**config.mk**
```make
export PLATFORM = sky130hd
export DESIGN_NAME = frame_rx_pin
export DESIGN_NICKNAME = d
export VERILOG_FILES = /design/src/rtl/frame_rx_pin.sv
export SDC_FILE = /design/constraint.sdc
export NUM_CORES = 1
export LEC_CHECK = 0
export ABC_CLOCK_PERIOD_IN_PS = 1600
export CAP_MARGIN = 20
export CORE_ASPECT_RATIO = 0.7
export CORE_UTILIZATION = 45
export CTS_CLUSTER_SIZE = 16
export DETAILED_ROUTE_END_ITERATION = 10
export GPL_TIMING_DRIVEN = 0
export PLACE_DENSITY = 0.69
export SYNTH_ARGS = -nofsm -noshare
export SYNTH_HDL_FRONTEND = slang
export SYNTH_SLANG_ARGS = --single-unit
export TNS_END_PERCENT = 20
```
**constraint.sdc**
```tcl
create_clock -name clk -period 1.6 [get_ports clk]
set_input_delay 0.24 -clock clk [delete_from_list [all_inputs] [get_ports clk]]
set_output_delay 0.24 -clock clk [all_outputs]
set_load 0.05 [all_outputs]
```
**src/rtl/frame_rx_pin.sv**
```systemverilog
// Serial frame receiver: 2-flop line sync, mid-bit sampling, LSB-first deserialiser,
// even-parity and stop-bit checks, one-cycle result strobes.
module frame_rx_pin #(
    parameter int BAUD      = 10,
    parameter int DATA_BITS = 16
) (
    input  logic                 clk,
    input  logic                 rst,
    input  logic                 en,
    input  logic                 rx,
    output logic [DATA_BITS-1:0] data_out,
    output logic                 data_valid,
    output logic                 parity_err,
    output logic                 frame_err,
    output logic                 busy
);

    localparam int CNT_W = (BAUD > 1) ? $clog2(BAUD) : 1;
    localparam int IDX_W = (DATA_BITS > 1) ? $clog2(DATA_BITS) : 1;
    localparam logic [CNT_W-1:0] HALF_LAST = CNT_W'(BAUD / 2 - 1);
    localparam logic [CNT_W-1:0] BIT_LAST  = CNT_W'(BAUD - 1);
    localparam logic [IDX_W-1:0] IDX_LAST  = IDX_W'(DATA_BITS - 1);

    typedef enum logic [2:0] {IDLE, START, DATA, PARITY, STOP, WAIT_HI} state_t;

    state_t                 state;
    logic [1:0]             sync;
    logic                   rx_s;
    logic [CNT_W-1:0]       cnt;
    logic [IDX_W-1:0]       bit_idx;
    logic [DATA_BITS-1:0]   shreg;
    logic                   par_bit;

    assign rx_s = sync[1];

    // Synchroniser resets to the idle-high line level so reset never looks like a start bit.
    always_ff @(posedge clk or posedge rst) begin
        if (rst) sync <= 2'b11;
        else     sync <= {sync[0], rx};
    end

    always_ff @(posedge clk or posedge rst) begin
        if (rst) begin
            state      <= IDLE;
            cnt        <= '0;
            bit_idx    <= '0;
            shreg      <= '0;
            par_bit    <= 1'b0;
            data_out   <= '0;
            data_valid <= 1'b0;
            parity_err <= 1'b0;
            frame_err  <= 1'b0;
            busy       <= 1'b0;
        end else begin
            data_valid <= 1'b0;
            parity_err <= 1'b0;
            frame_err  <= 1'b0;
            cnt        <= cnt + CNT_W'(1);
            if (!en) begin
                state <= IDLE;
                busy  <= 1'b0;
                cnt   <= '0;
            end else begin
                case (state)
                    IDLE: begin
                        cnt <= '0;
                        if (!rx_s) begin
                            state <= START;
                            busy  <= 1'b1;
                        end
                    end
                    START: begin
                        if (cnt == HALF_LAST) begin
                            cnt <= '0;
                            if (!rx_s) begin
                                state   <= DATA;
                                bit_idx <= '0;
                            end else begin
                                state <= IDLE;
                                busy  <= 1'b0;
                            end
                        end
                    end
                    DATA: begin
                        if (cnt == BIT_LAST) begin
                            cnt     <= '0;
                            shreg   <= {rx_s, shreg[DATA_BITS-1:1]};
                            bit_idx <= bit_idx + IDX_W'(1);
                            if (bit_idx == IDX_LAST) state <= PARITY;
                        end
                    end
                    PARITY: begin
                        if (cnt == BIT_LAST) begin
                            cnt     <= '0;
                            par_bit <= rx_s;
                            state   <= STOP;
                        end
                    end
                    STOP: begin
                        // Leaving at mid stop bit lets a back-to-back start edge be seen from IDLE.
                        if (cnt == BIT_LAST) begin
                            cnt <= '0;
                            if (rx_s) begin
                                data_out   <= shreg;
                                data_valid <= 1'b1;
                                parity_err <= (^shreg) ^ par_bit;
                                state      <= IDLE;
                                busy       <= 1'b0;
                            end else begin
                                frame_err <= 1'b1;
                                state     <= WAIT_HI;
                            end
                        end
                    end
                    WAIT_HI: begin
                        cnt <= '0;
                        if (rx_s) begin
                            state <= IDLE;
                            busy  <= 1'b0;
                        end
                    end
                    default: begin
                        state <= IDLE;
                        busy  <= 1'b0;
                        cnt   <= '0;
                    end
                endcase
            end
        end
    end

endmodule
```
# [After elaboration in Yosys (flattened, before gate mapping)]
# Cells that the tools add are included.
[totals] reg_bits=50 input_bits=4 word_cells=81 output_inout_bits=20
[op_classes] bitwise=1 n_mux=37 n_eq_ne=19 n_reduce_logical=11 add_sub_neg=2
[op_table] cell="$mux W3" n=9
[op_table] cell="$mux W4" n=6
[op_table] cell="$ne A3 B3 Y1 const B" n=7
[op_table] cell="$pmux W3 S6" n=1
[op_table] cell="$mux W1" n=17
[op_table] cell="$pmux W4 S2" n=2
[op_table] cell="$reduce_xor A16 Y1" n=1
[op_table] cell="$add A4 B1 Y4 const B" n=2
[op_table] cell="$eq A4 B4 Y1 const B" n=2
[op_table] cell="$ne A2 B2 Y1 const B" n=4
[op_table] cell="$reduce_and A4 Y1" n=2
[op_table] cell="$reduce_and A7 Y1" n=1
[op_table] cell="$eq A3 B2 Y1 const B" n=2
[op_table] cell="$eq A3 B3 Y1 const B" n=2
[op_table] cell="$reduce_and A3 Y1" n=2
[op_table] cell="$pmux W1 S5" n=1
[op_table] cell="$reduce_and A5 Y1" n=1
[op_table] cell="$eq A4 B3 Y1 const B" n=1
[op_table] cell="$eq A3 B1 Y1 const B" n=1
[op_table] cell="$logic_not A3 Y1" n=1
[op_table] cell="$reduce_or A3 Y1" n=1
[op_table] cell="$mux W2" n=1
[op_table] cell="$reduce_bool A2 Y1" n=1
[op_table] cell="$reduce_or A2 Y1" n=1
[op_table] cell="$xor A1 B1 Y1" n=1

# [Longest topological paths before layout]
[depth] word_depth=6 depth_mapped=9 mapped_depth_nobuf=7

# [Worst setup path before layout]
# OpenSTA, ideal clock, no wires.
[synth_path] path_kind="register to register" startpoint="register cnt[0]" endpoint="register shreg[0]" setup_ps=125 required_time_ps=1475 stages_incl_launch_ff=8 path_slack_ps=-133 period_less_slack_ps=1733 n_path_buf=3 t_arrival_ps=1608 path_cell_list="dfrtp_1 ha_1 and3b_1 buf_6 and3_1 buf_6 buf_12 mux2_4"
[synth_between] elab_chain_cells=2
[synth_rtl] item="from (decl)" line_no="29" text="logic [CNT_W-1:0] cnt;"
[synth_rtl] item="from (signal assigned)" line_no="58" text="cnt <= cnt + CNT_W'(1);"
[synth_rtl] item="$eq A4 B4 Y1" line_no="85" text="if (cnt == BIT_LAST) begin"
[synth_rtl] item="$reduce_and A3 Y1 (no source line)"
[synth_rtl] item="to (signal assigned)" line_no="87" text="shreg <= {rx_s, shreg[DATA_BITS-1:1]};"
[synth_rtl] item="to (decl)" line_no="31" text="logic [DATA_BITS-1:0] shreg;"
# Every way passes these cells.
# A chain may end at the register's enable or synchronous reset.

# [Worst setup path after layout]
[layout_path] startpoint="register cnt[1]" endpoint="register shreg[6]"
# The elaborated chain is that of the path after synthesis.

==> flow_summary.ini <==
[grt]
grt_max_degree = 45
grt.total_usage = 0.1860
grt_overflow = 0
grt_pass1_vias = 1566
antenna_found_initial = 0
grt_pass1_wl_um = 7783

[sta]
hold_viol = 0
fin_ws_ns = -0.1369
max-slew-margin-rel = 0.6729
min_period_ns = 1.737
finalCritPeriodShare = 1.086
finalSetupViolCount = 22
fin_tns_setup_ns = -1.836
tightestPinTransition_ns = 0.4926
maxSlewViolCount = 0
grt_setup_unrepaired = yes
max_freq_mhz = 575.7
fin_skew_ns = 0.008067

[route]
wire_per_inst_um = 14.09
wl_um = 4552
drt-initial-drc-count = 112
vias_per_cell = 5.077
drc_errors = 0
ant_nets = 0
drt-pass1-iter-count = 4
vias = 1640

[critical_path]
path_max_fanout = 5
endpoint_kind = register
arrival_ns = 1.93
criticalPathCategory = reg -> reg
critPathRequiredTime_ns = 1.79
worst-r2r-setup-slack_ns = -0.14
cp-start-kind = register

[yosys]
ys.flop_type = dfrtp_1
yosysUniqueCellTypes = 47
synth-edff-count = 0
syn_nets = 221
syn_area_per_cell_um2 = 11.25
synth-seq-cells = 50
mappedNetlistArea_um2 = 2396
ys_async_sr_fraction = 1.000
yosys_warnings = 0
synth_seq_area_share = 0.5232
synthCells = 213

[clock_network]
cts_root_buf = clkbuf_8
cts_buffers = 5
clock_sinks = 50
ctsLongestPathBuffers = 2
ctsHtreeMaxLevel = 2
clk_pin_slew_ns = 0.09
tritoncts = done
clkLatencyLatePin_ns = 0.30

[floorplan]
die_y_um = 63.05
start_util = 0.4851
die_width_um = 89.22
row_count = 21
die_area_um2 = 5625
core_um2 = 4940
io-pin-count = 24

[placed_design]
portBuffers = 23
dp_hpwl_um = 3025
pre_cts_slack_ns = -0.3725
place_congestion = 0.8617

[layout]
area_growth_pct = 26.53
antennaDiodeCount = 0
drive_gt1_frac = 0.2756
n_fill_cell = 418
fin_nets = 261

[power_and_ir_drop]
design_power_total_uw = 2297
power.leakage_uw = 0.001546
vdd_ir_drop_max_mv = 0.5525
power_density_nw_per_um2 = 757.7

[run_status]
violations = negative setup slack
outcome = finished with violations

[run]
drv_cap = 0

[min_path]
hold_path_class = in -> async
==> layout make-up <==
class	instances	area, um^2	area share
Buffer	7	72.57	0.02394
Clock buffer	6	82.58	0.02724
Clock inverter	2	12.51	0.004127
Inverter	8	35.03	0.01156
Multi-Input combinational cell	145	1120	0.3694
Sequential cell	50	1255	0.4139
Tap cell	69	86.33	0.02848
Timing Repair Buffer	36	367.9	0.1213
==> what timing repair did <==
action | CTS | global route
hold buffers | 0 | 0
setup buffers | 7 | 4
gates cloned | 1 | 0
pin swaps | 6 | 2
setup endpoints to repair | 63 | 41
gates resized for setup | 32 | 24
==> cells in the mapped netlist (all sizes together), types with 4 or more instances <==
cell type | count | share of area
mux2 | 19 | 0.10
buf | 7 | 0.029
nor2 | 11 | 0.017
ha | 4 | 0.021
xnor2 | 10 | 0.040
nand2 | 51 | 0.080
dfrtp | 48 | 0.50
a21oi | 4 | 0.0084
nand3 | 4 | 0.0084
inv | 8 | 0.013
==> sequential cells by signal, summed over array words and instances, names as in the netlist <==
signal,flops
data_valid,1
parity_err,1
par_bit,1
state,3
bit_idx,4
sync,2
frame_err,1
data_out,16
busy,1
cnt,4
shreg,16
==> critical path, cell delays in order, from the launching register on <==
cell	delay [ns]
dfrtp_1	0.40
inv_2	0.08
ha_4	0.11
and3b_2	0.25
and3_4	0.26
buf_12	0.13
buf_12	0.11
mux2_4	0.29
==> power by group <==
group	switching (uW)	internal [uW]	leakage, uW
clock network	412	348	0.0000472
logic	127	88.4	0.000812
registers	28.7	1290	0.000686
total	568	1730	0.00155
==> routing by layer <==
metal,share of wire,track usage
met1,0.52,0.2935
met2,0.43,0.2500
met3,0.043,0.04325
met4,0.0090,0.05754
met5,0,0
==> through the flow <==
step / cells / area, um^2 / hold WS (ns) / util
after detailed placement: 306 / 2740 / 0.3478 / 0.5547
after CTS: 320 / 2944 / 0.1448 / 0.5960
after global placement: 305 / 2720 / 0.3458 / 0.5507
after floorplan: 213 / 2404 / 0.2445 / -
final: 323 / 3032 / 0.1487 / 0.6137
after global routing: 323 / 3032 / 0.1592 / 0.6137
==> placed cells by master, fill, tap and decap left out, types with 2 or more instances in the layout <==
| cell type | n |
|---|---|
| nand2_1 | 51 |
| dfrtp_1 | 47 |
| dlygate4sd2_1 | 20 |
| mux2_4 | 13 |
| nor2_1 | 11 |
| buf_4 | 10 |
| xnor2_1 | 7 |
| mux2_2 | 6 |
| clkbuf_8 | 6 |
| buf_12 | 4 |
| nand3_1 | 4 |
| inv_1 | 4 |
| buf_6 | 3 |
| inv_2 | 3 |
| nor2b_1 | 3 |
| xor2_1 | 3 |
| xnor2_2 | 3 |
| nand2b_1 | 3 |
| clkdlybuf4s50_1 | 3 |
| nor3b_4 | 2 |
| nand3b_1 | 2 |
| o21ai_1 | 2 |
| xnor3_1 | 2 |
| a21oi_2 | 2 |
| a21oi_1 | 2 |
| ha_1 | 2 |
| dfstp_2 | 2 |
==> cells by family (layout without fill, tap and decap cells) <==
family | after synthesis | in the layout | synth area share
mux | 20 | 20 | 0.1091
simple gates | 88 | 88 | 0.1765
xor+xnor | 15 | 15 | 0.06946
flops | 50 | 50 | 0.5232
fa+ha+maj | 4 | 4 | 0.02089
compound gates | 18 | 18 | 0.05379
buf+inv | 18 | 59 | 0.04699
==> path summary, 6_finish.rpt <==
kind                       startpoint            to  cells after the start
min in group clk                   rx       sync[0]                      1
min                               rst  data_out[14]                      2
max reg2reg                    cnt[1]      shreg[6]                      7
max in group asynchronous         rst       sync[0]                      3
max                            cnt[1]      shreg[6]                      7
min reg2reg                   sync[0]       sync[1]                      0
Note: power is estimated with default switching activity, not from simulation.
